### src/rtl/orb_pkg.sv
`default_nettype none
// ============================================================================
// Module   : orb_pkg
// Brief    : Shared widths, sideband kind codes and EOF window defaults for
//            the ORB sideband scheduler.
// Revision : 1.0 - initial release
// ============================================================================
package orb_pkg;

    localparam int c_coord_w = 10;
    localparam int c_match_w = 4 * c_coord_w;
    localparam int c_side_w  = 2 * c_coord_w;

    localparam int c_eof_h_default = 718;
    localparam int c_eof_v_default = 479;

    localparam logic [1:0] KIND_IDLE = 2'b00;
    localparam logic [1:0] KIND_H1   = 2'b01;
    localparam logic [1:0] KIND_H2   = 2'b10;
    localparam logic [1:0] KIND_CYC  = 2'b11;

    // Sideband beats carry x in the upper half and y in the lower half.
    function automatic logic [c_side_w-1:0] pack_xy(
        input logic [c_coord_w-1:0] x,
        input logic [c_coord_w-1:0] y
    );
        return {x, y};
    endfunction

endpackage
`default_nettype wire

### src/rtl/orb_match_fifo.sv
`default_nettype none
// ============================================================================
// Module   : orb_match_fifo
// Brief    : Show-ahead synchronous FIFO holding ORB match words.
// Revision : 1.0 - initial release
// ============================================================================
module orb_match_fifo #(
    parameter int WIDTH   = 40,
    parameter int DEPTH   = 8,
    parameter int LEVEL_W = 5
) (
    input  logic               clk,
    input  logic               rst_n,
    input  logic               push,
    input  logic               pop,
    input  logic [WIDTH-1:0]   din,
    output logic [WIDTH-1:0]   dout,
    output logic               full,
    output logic               empty,
    output logic [LEVEL_W-1:0] level
);

    localparam int                 c_aw      = (DEPTH > 1) ? $clog2(DEPTH) : 1;
    localparam logic [c_aw-1:0]    c_ptr_one = c_aw'(1);
    localparam logic [LEVEL_W-1:0] c_depth   = LEVEL_W'(DEPTH);
    localparam logic [LEVEL_W-1:0] c_cnt_one = LEVEL_W'(1);

    logic [WIDTH-1:0]   r_mem [DEPTH];
    logic [c_aw-1:0]    r_wr_ptr;
    logic [c_aw-1:0]    r_rd_ptr;
    logic [LEVEL_W-1:0] r_count;
    logic               w_do_push;
    logic               w_do_pop;

    assign full  = (r_count == c_depth);
    assign empty = (r_count == '0);
    assign level = r_count;
    assign dout  = r_mem[r_rd_ptr];

    // A pop frees the slot in the same cycle, so a full FIFO still accepts.
    assign w_do_pop  = pop & ~empty;
    assign w_do_push = push & (~full | w_do_pop);

    always_ff @(posedge clk) begin
        if (w_do_push) begin
            r_mem[r_wr_ptr] <= din;
        end
    end

    always_ff @(posedge clk or negedge rst_n) begin
        if (!rst_n) begin
            r_wr_ptr <= '0;
            r_rd_ptr <= '0;
            r_count  <= '0;
        end else begin
            if (w_do_push) begin
                r_wr_ptr <= r_wr_ptr + c_ptr_one;
            end
            if (w_do_pop) begin
                r_rd_ptr <= r_rd_ptr + c_ptr_one;
            end
            case ({w_do_push, w_do_pop})
                2'b10:   r_count <= r_count + c_cnt_one;
                2'b01:   r_count <= r_count - c_cnt_one;
                default: r_count <= r_count;
            endcase
        end
    end

endmodule
`default_nettype wire

### src/rtl/orb_sideband_scheduler.sv
`default_nettype none
// ============================================================================
// Module   : orb_sideband_scheduler
// Brief    : Arbitrates the 20-bit output sideband between buffered match
//            pairs and the end-of-frame cycle report; owns the frame timer.
// Revision : 1.0 - initial release
// ============================================================================
module orb_sideband_scheduler
    import orb_pkg::*;
#(
    parameter int FIFO_DEPTH = 8,
    parameter int CYC_BIAS   = 3,
    parameter int EOF_H      = c_eof_h_default,
    parameter int EOF_V      = c_eof_v_default
) (
    input  logic        s_axis_aclk,
    input  logic        s_axis_aresetn,
    input  logic        pix_en,
    input  logic        match_valid,
    input  logic [39:0] match_xy,
    input  logic [6:0]  frame_id,
    input  logic [9:0]  hs_cnt,
    input  logic [9:0]  vs_cnt,
    input  logic        beat_en,
    output logic [19:0] side_data,
    output logic [1:0]  side_kind,
    output logic        fps_en,
    output logic [19:0] cycle_per_frame,
    output logic [4:0]  fifo_level,
    output logic [7:0]  drop_cnt
);

    localparam logic [1:0]  c_st_idle  = 2'd0;
    localparam logic [1:0]  c_st_h1    = 2'd1;
    localparam logic [1:0]  c_st_h2    = 2'd2;
    localparam logic [1:0]  c_st_eofr  = 2'd3;
    localparam logic [9:0]  c_eof_h    = 10'(EOF_H);
    localparam logic [9:0]  c_eof_v    = 10'(EOF_V);
    localparam logic [19:0] c_cyc_bias = 20'(CYC_BIAS);

    logic [1:0]           r_state;
    logic [1:0]           w_state_nxt;
    logic [c_match_w-1:0] r_hold;
    logic                 r_eof_req;
    logic                 r_win_prev;
    logic [6:0]           r_frame_id;
    logic                 r_fps_en;
    logic [19:0]          r_cyc_cnt;
    logic [19:0]          r_cycle_per_frame;
    logic [7:0]           r_drop_cnt;

    logic                 w_win;
    logic                 w_eof_edge;
    logic                 w_frame_chg;
    logic                 w_push_req;
    logic                 w_pop;
    logic                 w_eof_clr;
    logic                 w_drop;
    logic [c_match_w-1:0] w_fifo_dout;
    logic                 w_fifo_full;
    logic                 w_fifo_empty;
    logic [4:0]           w_fifo_level;

    assign w_win       = (hs_cnt >= c_eof_h) && (vs_cnt == c_eof_v);
    assign w_eof_edge  = w_win & ~r_win_prev;
    assign w_frame_chg = (frame_id != r_frame_id);
    assign w_push_req  = pix_en & match_valid;
    assign w_drop      = w_push_req & w_fifo_full & ~w_pop;

    orb_match_fifo #(
        .WIDTH   (c_match_w),
        .DEPTH   (FIFO_DEPTH),
        .LEVEL_W (5)
    ) u_fifo (
        .clk   (s_axis_aclk),
        .rst_n (s_axis_aresetn),
        .push  (w_push_req),
        .pop   (w_pop),
        .din   (match_xy),
        .dout  (w_fifo_dout),
        .full  (w_fifo_full),
        .empty (w_fifo_empty),
        .level (w_fifo_level)
    );

    // Frame timer: a new frame id restarts counting even on an EOF edge.
    always_ff @(posedge s_axis_aclk or negedge s_axis_aresetn) begin
        if (!s_axis_aresetn) begin
            r_win_prev        <= 1'b0;
            r_frame_id        <= '0;
            r_fps_en          <= 1'b0;
            r_cyc_cnt         <= '0;
            r_cycle_per_frame <= '0;
        end else begin
            r_win_prev <= w_win;
            if (w_frame_chg) begin
                r_frame_id <= frame_id;
                r_fps_en   <= 1'b1;
                r_cyc_cnt  <= '0;
            end else begin
                if (r_fps_en && pix_en) begin
                    r_cyc_cnt <= r_cyc_cnt + 20'd1;
                end
                if (w_eof_edge) begin
                    r_fps_en <= 1'b0;
                end
            end
            if (w_eof_edge) begin
                r_cycle_per_frame <= r_cyc_cnt + c_cyc_bias;
            end
        end
    end

    always_ff @(posedge s_axis_aclk or negedge s_axis_aresetn) begin
        if (!s_axis_aresetn) begin
            r_eof_req <= 1'b0;
        end else if (w_eof_edge) begin
            r_eof_req <= 1'b1;
        end else if (w_eof_clr) begin
            r_eof_req <= 1'b0;
        end
    end

    always_ff @(posedge s_axis_aclk or negedge s_axis_aresetn) begin
        if (!s_axis_aresetn) begin
            r_drop_cnt <= '0;
        end else if (w_drop && (r_drop_cnt != 8'hFF)) begin
            r_drop_cnt <= r_drop_cnt + 8'd1;
        end
    end

    // EOF report only wins between pairs; H1 always runs on into H2.
    always_comb begin
        w_state_nxt = r_state;
        w_pop       = 1'b0;
        w_eof_clr   = 1'b0;
        case (r_state)
            c_st_idle: begin
                if (r_eof_req) begin
                    w_state_nxt = c_st_eofr;
                end else if (!w_fifo_empty) begin
                    w_pop       = 1'b1;
                    w_state_nxt = c_st_h1;
                end
            end
            c_st_h1: begin
                if (beat_en) begin
                    w_state_nxt = c_st_h2;
                end
            end
            c_st_h2: begin
                if (beat_en) begin
                    if (r_eof_req) begin
                        w_state_nxt = c_st_eofr;
                    end else if (!w_fifo_empty) begin
                        w_pop       = 1'b1;
                        w_state_nxt = c_st_h1;
                    end else begin
                        w_state_nxt = c_st_idle;
                    end
                end
            end
            c_st_eofr: begin
                if (beat_en) begin
                    w_eof_clr   = 1'b1;
                    w_state_nxt = c_st_idle;
                end
            end
            default: w_state_nxt = c_st_idle;
        endcase
    end

    always_ff @(posedge s_axis_aclk or negedge s_axis_aresetn) begin
        if (!s_axis_aresetn) begin
            r_state <= c_st_idle;
            r_hold  <= '0;
        end else begin
            r_state <= w_state_nxt;
            if (w_pop) begin
                r_hold <= w_fifo_dout;
            end
        end
    end

    always_comb begin
        side_data = '0;
        side_kind = KIND_IDLE;
        case (r_state)
            c_st_h1: begin
                side_data = pack_xy(r_hold[9:0], r_hold[19:10]);
                side_kind = KIND_H1;
            end
            c_st_h2: begin
                side_data = pack_xy(r_hold[29:20], r_hold[39:30]);
                side_kind = KIND_H2;
            end
            c_st_eofr: begin
                side_data = r_cycle_per_frame;
                side_kind = KIND_CYC;
            end
            default: begin
                side_data = '0;
                side_kind = KIND_IDLE;
            end
        endcase
    end

    assign fps_en          = r_fps_en;
    assign cycle_per_frame = r_cycle_per_frame;
    assign fifo_level      = w_fifo_level;
    assign drop_cnt        = r_drop_cnt;

endmodule
`default_nettype wire

### config.mk
export PLATFORM = sky130hd
export DESIGN_NAME = orb_sideband_scheduler
export DESIGN_NICKNAME = d
export VERILOG_FILES = /design/src/rtl/orb_pkg.sv /design/src/rtl/orb_match_fifo.sv /design/src/rtl/orb_sideband_scheduler.sv
export SDC_FILE = /design/constraint.sdc
export NUM_CORES = 1
export LEC_CHECK = 0
export BUFFER_PORTS_ARGS = -buffer_cell sky130_fd_sc_hd__buf_2
export CORE_MARGIN = 2
export CORE_UTILIZATION = 54
export DETAILED_ROUTE_END_ITERATION = 10
export GPL_TIMING_DRIVEN = 1
export PLACE_DENSITY = 0.76
export SLEW_MARGIN = 20
export SYNTH_ARGS = -nofsm -noshare
export SYNTH_HDL_FRONTEND = slang
export SYNTH_HIERARCHICAL = 1
export SYNTH_SLANG_ARGS = --single-unit
### constraint.sdc
create_clock -name s_axis_aclk -period 5.64 [get_ports s_axis_aclk]
set_clock_uncertainty 0.05 [all_clocks]
set_input_delay 0.282 -clock s_axis_aclk [delete_from_list [all_inputs] [get_ports s_axis_aclk]]
set_output_delay 0.282 -clock s_axis_aclk [all_outputs]
set_load 0.1 [all_outputs]
* After elaboration in Yosys (flattened, before gate mapping)
Memory sizes are Yosys's and may differ from the RTL's. A register that Yosys moved wholly into a read port is not among the register bits. Cells that the tools add are included.
Word-level totals: register bits after elaboration 71, bits in writable memories 320, memories kept 1
Memory list:
- u_fifo.r_mem | depth 8, bits a word 40, rd ports 1, clocked after memory_dff 1, wr ports 1, line orb_match_fifo.sv:28 | logic [WIDTH-1:0] r_mem [DEPTH];
Cells by class: add/sub/neg operators 7, order comparisons 1, equality and inequality tests 13, multiplexer cells 25, bitwise operators 11, reduce and logical (&&, ||, !) cells 11
Operators with widths (number):
- case mux 20 bit (3 select lines) | 1
- 2-to-1 mux 20 bit | 2
- adder 20 x 1 -> 20 bit, second input constant | 1
- adder 20 x 2 -> 20 bit, second input constant | 1
- 2-to-1 mux 1 bit | 12
- 2-to-1 mux 2 bit | 6
- equality test 10 x 9 -> 1 bit, second input constant | 1
- >= comparator 10 bit, second input constant | 1
- case mux 5 bit (2 select lines) | 1
- adder 8 x 1 -> 8 bit, second input constant | 1
- inequality test 8 bit, second input constant | 1
- case mux 2 bit (4 select lines) | 1
- nonzero test 2 bit | 4
- inequality test 7 bit | 1
- adder 3 x 1 -> 3 bit, second input constant | 2
- bitwise AND 1 bit | 6
- equality test 2 bit, second input constant | 3
- inequality test 2 bit, second input constant | 3
- case mux 2 bit (3 select lines) | 1
- adder 5 x 1 -> 5 bit, second input constant | 1
- equality test 5 x 4 -> 1 bit, second input constant | 1
- logical NOT 5 bit | 1
- subtractor 5 x 1 -> 5 bit, second input constant | 1
- equality test 2 x 1 -> 1 bit, second input constant | 2
- 8 further kinds | 13

* Logic depth before layout (Yosys ltp)
Gate-level depths: netlist (run 1).
depth after elaboration 10, gate-level depth with buffers 15

* Hierarchy
Netlist (run 1), hierarchy kept.
By module, submodules not included:
- orb_match_fifo | instances 1, cells each 565, area each 12841.1 um^2, sequential area each 9884.5 um^2
- orb_sideband_scheduler | instances 1, cells each 509, area each 4869.7 um^2, sequential area each 2502.4 um^2

* Worst setup path after synthesis (run 1)
OpenSTA, ideal clock, no wires.
path type register -> register, from reg u_fifo.r_count[3] (netlist: u_fifo/level[3]), to mem u_fifo.r_mem[1][0], enable pin, library setup time 0.487 ns, arrival 5.543 ns, data required time 5.103 ns, setup slack -0.440 ns, stages on the path, launching flop included 13, cells stage by stage dfrtp_1 > inv_1 > nand2_1 > inv_1 > nor3_1 > nand2_1 > inv_2 > clkbuf_1 > buf_2 > nor2b_1 > nand2_1 > nand2_1 > nor3_1
On the way: word-level cells in the longest chain between the ends 10, elaborated cells between the ends (all ways) 13, those cells by class eq/ne (1); mux (6); bitwise (5); reduce/logical (1)
Ends and longest elaborated chain:
- start, declared | line orb_match_fifo.sv:31 | logic [LEVEL_W-1:0] r_count;
- start signal, assigned | line orb_match_fifo.sv:63 | 2'b10: r_count <= r_count + c_cnt_one;
- start signal, assigned | line orb_match_fifo.sv:64 | 2'b01: r_count <= r_count - c_cnt_one;
- start signal, assigned | line orb_match_fifo.sv:65 | default: r_count <= r_count;
- logical NOT 5 bit * | line orb_match_fifo.sv:36 | assign empty = (r_count == '0);
- via w_fifo_empty | line orb_sideband_scheduler.sv:61 | logic w_fifo_empty;
- 2-to-1 mux 1 bit * | line orb_sideband_scheduler.sv:141, orb_sideband_scheduler.sv:155
- 2-to-1 mux 1 bit * | line orb_sideband_scheduler.sv:153 | if (r_eof_req) begin
- 2-to-1 mux 1 bit | line orb_sideband_scheduler.sv:152 | if (beat_en) begin
- case mux 1 bit (2 select lines) * | line orb_sideband_scheduler.sv:137 | case (r_state)
- via w_pop | line orb_sideband_scheduler.sv:56 | logic w_pop;
- bitwise AND 1 bit * | line orb_match_fifo.sv:41 | assign w_do_pop = pop & ~empty;
- bitwise OR 1 bit * | line orb_match_fifo.sv:42 | assign w_do_push = push & (~full | w_do_pop);
- bitwise AND 1 bit * | line orb_match_fifo.sv:42
- 2-to-1 mux 1 bit * | line orb_match_fifo.sv:45 | if (w_do_push) begin
- 2-to-1 mux 1 bit (implied by the code) * | line orb_match_fifo.sv:46 | r_mem[r_wr_ptr] <= din;
- end, declared | line orb_match_fifo.sv:28
Mark *: on every way through the listed nets, which the timed path passes. The rest lies on a longest branch.

* Worst setup path in the final report (run 1)
from reg u_fifo.r_count[3] (netlist: u_fifo/level[3]), to mem u_fifo.r_mem[6][28], enable pin
On the way: word-level cells in the longest chain between the ends 10, elaborated cells between the ends (all ways) 13, those cells by class eq/ne (1); mux (6); bitwise (5); reduce/logical (1)
Ends and longest elaborated chain (line):
- logical NOT 5 bit * | orb_match_fifo.sv:36
- via w_fifo_empty | orb_sideband_scheduler.sv:61
- 2-to-1 mux 1 bit | orb_sideband_scheduler.sv:141, orb_sideband_scheduler.sv:155
- 2-to-1 mux 1 bit | orb_sideband_scheduler.sv:153
- 2-to-1 mux 1 bit | orb_sideband_scheduler.sv:152
- case mux 1 bit (2 select lines) | orb_sideband_scheduler.sv:137
- bitwise AND 1 bit * | orb_match_fifo.sv:41
- bitwise OR 1 bit * | orb_match_fifo.sv:42
- bitwise AND 1 bit * | orb_match_fifo.sv:42
- 2-to-1 mux 1 bit * | orb_match_fifo.sv:45
- 2-to-1 mux 1 bit (implied by the code) * | orb_match_fifo.sv:46
Marks and branches as above.

==> key figures, run 1 <==
Worst hold path
  • Hold depth: 3
  • Hold Path Class: primary input to register
  • Hold_sp: pix_en

Floorplan
  • DIE AREA: 0.03426 mm²
  • Die height: 185.1 µm
  • Initial Util: 0.5457
  • Die X: 185.1 µm
  • Number of placed I/O pins: 128
  • Core region area: 0.03245 mm²
  • Row count: 66

Logic synthesis
  • Synth Net Count: 1155
  • Top cells by count, synth: edfxtp_1 (320), nand2_1 (164), dfrtp_1 (111)
  • Post-Synthesis Cells: 1074
  • Yosys top cell area share: 0.5426
  • Synth area leaders: edfxtp_1 (54%), dfrtp_1 (16%), mux4_2 (10%), mux2_2 (4.1%), nand2_1 (3.5%)
  • EDFF count, synth: 320
  • Count leader, synth: edfxtp_1
  • Synth warn: 6
  • Yosys cell types: 57
  • Asr flop ratio synth: 0.2575
  • Seq/Total Area, Yosys: 0.6994
  • Yosys reg bits: 431
  • Mean post-synth cell area: 16.49 µm²
  • Netlist area before placement: 0.01771 mm²
  • Top cell type by total area after synthesis: edfxtp_1
  • Main synth FF type: edfxtp_1

STA
  • Final setup viols: 0
  • Worst Max-Slew Pin Slew: 969.1 ps
  • Final Hold Vio Count: 0
  • Final period util: 0.6256
  • RSZ-0062 raised after global routing: no
  • Post-layout min period: 3528 ps
  • Fmax: 283.4 MHz
  • Final Max Slew Viols: 0
  • Rel. slew slack: 0.3520
  • Final Hold Slack: 44.18 ps

Worst setup path
  • Required time of the critical path: 5780 ps
  • Crit start category: register
  • Worst r2r src: u_fifo/level[3]$_DFFE_PN0P_
  • CP arrival: 3670 ps
  • Crit path max fanout: 25
  • R2r setup slk: 2110 ps
  • Type of the worst setup path: register to register
  • Crit. End Element: register
  • Worst r2r path cells: 11
  • Worst Setup SP: u_fifo/level[3]$_DFFE_PN0P_

Routing
  • Vias: 9992
  • WL final: 37560 µm
  • Residual DRC: 0
  • Drt pass-1 iters: 5
  • Starting DRT DRC Count: 899
  • Post-route antenna net violation count: 0
  • Via density: 5.792
  • Wire length per cell: 21.77 µm

Global route
  • First-pass GRT wire length: 56810 µm
  • Overflow after GRT: 0
  • Largest net degree at the start of global routing: 75
  • Initial antenna violation count: 1
  • GRT Total Usage: 0.2239
  • Vias in the first global route: 9844

Layout
  • Area Growth Syn to Fin: 16.96%
  • Final net count: 1332
  • Fin area: 0.02071 mm²
  • Share of cells above drive strength 1: 0.2902

Clock network
  • CTS tree: yes
  • Clock slew seen by the registers of the worst setup and hold paths: 60 ps
  • Root Buffer: clkbuf_16
  • Worst skew pair latency: 550 ps
  • CTS Buf Count: 43
  • Htree depth: 2
  • Clk sinks: 431
  • Worst-case clock buffer depth: 3

Pwr
  • P_leak: 7.676 nW
  • Maximum vdd drop: 327.2 µV
  • Pwr per Cell Area: 492.2 mW/mm²

Place
  • Placed cell area: 0.01883 mm²
  • Routability cong.: 0.8315
  • IO Port Bufs: 126
  • Post-DP HPWL: 21890 µm

Run
  • MaxCap Viol Count: 0

Run status
  • Run status: complete, no violations
## power by group
| part | switching (W) | internal (W) |
|---|---|---|
| logic | 0.00202 | 0.00124 |
| registers | 0.000343 | 0.00381 |
| clock network | 0.00116 | 0.00162 |
## registers in the layout (all words and copies together) (netlist names)
name / count
u_fifo/r_rd_ptr: 3
r_hold: 40
fps_en: 1
u_fifo/r_wr_ptr: 3
u_fifo/r_mem: 320
r_eof_req: 1
r_cyc_cnt: 20
r_state: 2
r_win_prev: 1
u_fifo/level: 5
cycle_per_frame: 20
drop_cnt: 8
r_frame_id: 7
## worst paths after layout
check,end
setup / recovery,u_fifo/r_mem[6][28]$_DFFE_PP_
hold / removal,r_cyc_cnt[1]$_DFFE_PN0P_
setup reg to reg,u_fifo/r_mem[6][28]$_DFFE_PP_
hold reg to reg,r_hold[32]$_DFFE_PN0P_
max in group asynchronous,r_hold[37]$_DFFE_PN0P_
min in group asynchronous,drop_cnt[2]$_DFFE_PN0P_
## metrics by stage
stage / instances / utilization / setup WS, ps / total power (W) / setup TNS [ps]
3_5_place_dp: 1599 / 0.5803 / 2176 / 0.007446 / 0
5_1_grt: 1725 / 0.6383 / 1957 / 0.01062 / 0
3_3_place_gp: 1599 / 0.5803 / 2222 / 0.007384 / 0
2_1_floorplan: 1074 / - / -440.2 / 0.006631 / -35210
4_1_cts: 1724 / 0.6381 / 2178 / 0.01026 / 0
6_report: 1725 / 0.6383 / 2112 / 0.01020 / 0
## kinds of logic (layout without fill, tap and decap cells)
kind of cell | count (synthesis) | count (layout) | share of synthesized area
AND/OR/NAND/NOR | 285 | 285 | 0.07397
XOR/XNOR | 57 | 57 | 0.02819
multiplexers | 145 | 145 | 0.1430
adder cells (fa/ha/maj) | 9 | 9 | 0.006782
buffers and inverters | 74 | 282 | 0.01879
other | 0 | 1 | 0
flip-flops | 431 | 431 | 0.6994
AO/OA/AOI/OAI | 73 | 73 | 0.02988
## final cells by class
type                    instances  area [µm²]
diodes                          1       2.502
repair buffers                193        1275
clock buffers                  60        1191
clock inverters                16       193.9
multi-input cells             569        5054
fillers                      2280       11740
flip-flops and latches        431       12400
well taps                     442       553.0
inverters                      13       48.80
## routing by layer
metal  up-vias  part of all wire  GRT usage
li1       4418                 -          -
met1      5106              0.42     0.3145
met2       402              0.48     0.3594
met3        66             0.072    0.03814
met4         0             0.027    0.07746
met5         -                 0          0
## placed cells by master, fill, tap and decap left out, types with 13 or more instances in the layout
cell type / count
nand2_1: 164
buf_2: 125
a22o_1: 20
mux4_2: 80
o21ai_1: 19
clkbuf_16: 44
edfxtp_1: 320
mux2_2: 64
dlygate4sd3_1: 49
xor2_1: 31
xnor2_1: 26
nand3_1: 22
clkbuf_1: 13
dfrtp_1: 108
buf_4: 17
nor2_1: 37
## critical path: stages, from the launching register on
cell,delay [ps]
dfrtp_1,580
inv_1,210
nand2_1,150
inv_1,70
nor3_1,170
nand2_1,100
inv_2,170
nor2b_1,100
nand2_1,150
nand2b_1,260
nor2_4,620
buf_4,520
## repair_timing
item                                   CTS  global route
hold buffers                            49             0
buffers inserted                         0             0
gates resized for setup                  0             0
endpoints found under the hold margin  401             0
Power figures use the tool's default switching activity.
==> inputs of run 2 (changes only) <==
clock period = 3.04 ns   (was 5.64 ns; I/O delays follow)
==> run 2 against run 1 <==
  * Routed wire length is 4.2% higher
  * Critical path type unchanged
  * Non-clock buffer count is 25 higher
  * Global-route usage is 1.0 points higher
==> key figures, run 2 (synthesis results as in run 1) <==
Global route
  • GRT Total Usage: 0.2342
  • Largest net degree at the start of global routing: 64
  • Vias in the first global route: 10420
  • Overflow after GRT: 0
  • First-pass GRT wire length: 59840 µm
  • Initial antenna violation count: 2

STA
  • Final setup viols: 0
  • RSZ-0062 raised after global routing: no
  • Final Max Slew Viols: 0
  • Worst Max-Slew Pin Slew: 893.6 ps
  • Post-layout min period: 2874 ps
  • Rel. slew slack: 0.4011
  • Final Hold Vio Count: 0
  • Fmax: 347.9 MHz
  • Slack of the critical path: 165.6 ps
  • Final period util: 0.9455
  • Final Hold Slack: 128.7 ps

Layout
  • Regs by FF count: u_fifo/r_mem: 320 flops, r_hold: 40 flops
  • Fin area: 0.02135 mm²
  • Max reg flops: 320
  • Final core utilization: 0.6580
  • Share of cells above drive strength 1: 0.3129
  • Commonest non-fill, non-tap cell in the layout: edfxtp_1
  • Area Growth Syn to Fin: 20.57%
  • Final net count: 1358
  • Largest Register: u_fifo/r_mem
  • Most frequent cells in the layout: edfxtp_1 (320), nand2_1 (160), buf_2 (105), dfrtp_1 (103), mux4_2 (80)

Place
  • IO Port Bufs: 126
  • Placed cell area: 0.01948 mm²
  • Post-DP HPWL: 24100 µm
  • Dpl ws: 201.0 ps
  • Routability cong.: 0.9317

Routing
  • WL final: 39120 µm
  • Post-route antenna net violation count: 0
  • Via density: 5.786
  • Starting DRT DRC Count: 699
  • Drt pass-1 iters: 4
  • Vias: 10130
  • Residual DRC: 0
  • Wire length per cell: 22.34 µm

Clock network
  • Htree depth: 2
  • CTS Hold Bufs: 53
  • Post-cts sizing count: 0
  • Worst skew pair latency: 540 ps
  • Worst-case clock buffer depth: 3
  • Clk sinks: 431
  • CTS tree: yes
  • Setup bufs post-CTS: 0
  • Clock slew seen by the registers of the worst setup and hold paths: 60 ps
  • Root Buffer: clkbuf_16
  • CTS Buf Count: 44

Floorplan
  • Core region area: 0.03245 mm²
  • Initial Util: 0.5457
  • Row count: 66
  • Die height: 185.1 µm
  • Die X: 185.1 µm
  • DIE AREA: 0.03426 mm²
  • Number of placed I/O pins: 128

Worst setup path
  • Type of the worst setup path: register to register
  • CP Cell Sequence: nor4_4 > nand2_2 > inv_2 > nor3_2 > nand2_2 > inv_2 > nor2b_2 > o21ai_4 > fa_1 > and2_1 > o21a_1 > o2111a_1 > a311oi_1
  • Slowest CP cell: dfrtp_4
  • Crit start category: register
  • CP arrival: 3260 ps
  • Worst r2r src: u_fifo/level[4]$_DFFE_PN0P_
  • Required time of the critical path: 3430 ps
  • R2r setup slk: 170 ps
  • Slowest stage delay, CP: 510 ps
  • Worst Setup SP: u_fifo/level[4]$_DFFE_PN0P_
  • Crit path max fanout: 6
  • Crit. End Element: register

Pwr
  • Maximum vdd drop: 617.6 µV
  • P_leak: 7.908 nW
  • Pwr per Cell Area: 924.0 mW/mm²

Run status
  • Run status: complete, no violations

Run
  • MaxCap Viol Count: 0

Worst hold path
  • Hold Path Class: primary input to asynchronous set/reset pin
[run 2: cell count changes in the layout (fill, tap and decap cells not counted), sizes merged]
cell | before | now
buf | 144 | 165
dlygate4sd3 | 49 | 53
clkinv | 10 | 12
bufinv | 3 | 2
clkbuf | 60 | 59
clkinvlp | 2 | 1
diode | 1 | 2
inv | 14 | 15
[run 2: worst max-delay path, delay by kind of cell, from the launching register on]
family                   cells  cell delay [ps]
AND/OR/NAND/NOR              6              900
AO/OA/AOI/OAI                4              690
flip-flops                   1              510
adder cells (fa/ha/maj)      1              460
buffers and inverters        2              150
[run 2: routing by layer]
metal	track usage	wire length, µm
met1	0.3232	16650
met2	0.3823	18900
met3	0.04208	2565
met4	0.07683	1006
met5	0	0
[run 2: stage by stage]
| stage | cells | power [W] | TNS, ps |
|---|---|---|---|
| floorplan | 1074 | 0.01246 | -20180 |
| global placement | 1620 | 0.01458 | 0 |
| detailed placement | 1620 | 0.01468 | 0 |
| CTS | 1749 | 0.01986 | 0 |
| global route | 1751 | 0.02055 | 0 |
| finish | 1751 | 0.01973 | 0 |
[run 2: layout make-up]
| class | instances | area [µm²] |
|---|---|---|
| antenna | 2 | 5.005 |
| clock buffer | 59 | 1199 |
| clock inverter | 17 | 138.9 |
| fill | 2183 | 11100 |
| inverter | 13 | 51.30 |
| multi-input combinational | 569 | 5136 |
| sequential | 431 | 12410 |
| tap | 442 | 553.0 |
| timing repair buffer | 218 | 1857 |
[run 2: power by group]
part	switching, W	internal [W]
logic	0.00399	0.00294
registers	0.000664	0.00709
clock network	0.00212	0.00293
total	0.00677	0.0130
[run 2: worst paths after layout]
| kind | depth (start not counted) | to |
|---|---|---|
| min in group s_axis_aclk | 4 | u_fifo/r_wr_ptr[2]$_DFFE_PN0P_ |
| hold / removal | 2 | drop_cnt[0]$_DFFE_PN0P_ |
| setup / recovery | 13 | u_fifo/level[1]$_DFFE_PN0P_ |
| hold reg to reg | 2 | r_hold[37]$_DFFE_PN0P_ |
| setup reg to reg | 13 | u_fifo/level[1]$_DFFE_PN0P_ |
| max in group asynchronous | 3 | r_hold[4]$_DFFE_PN0P_ |
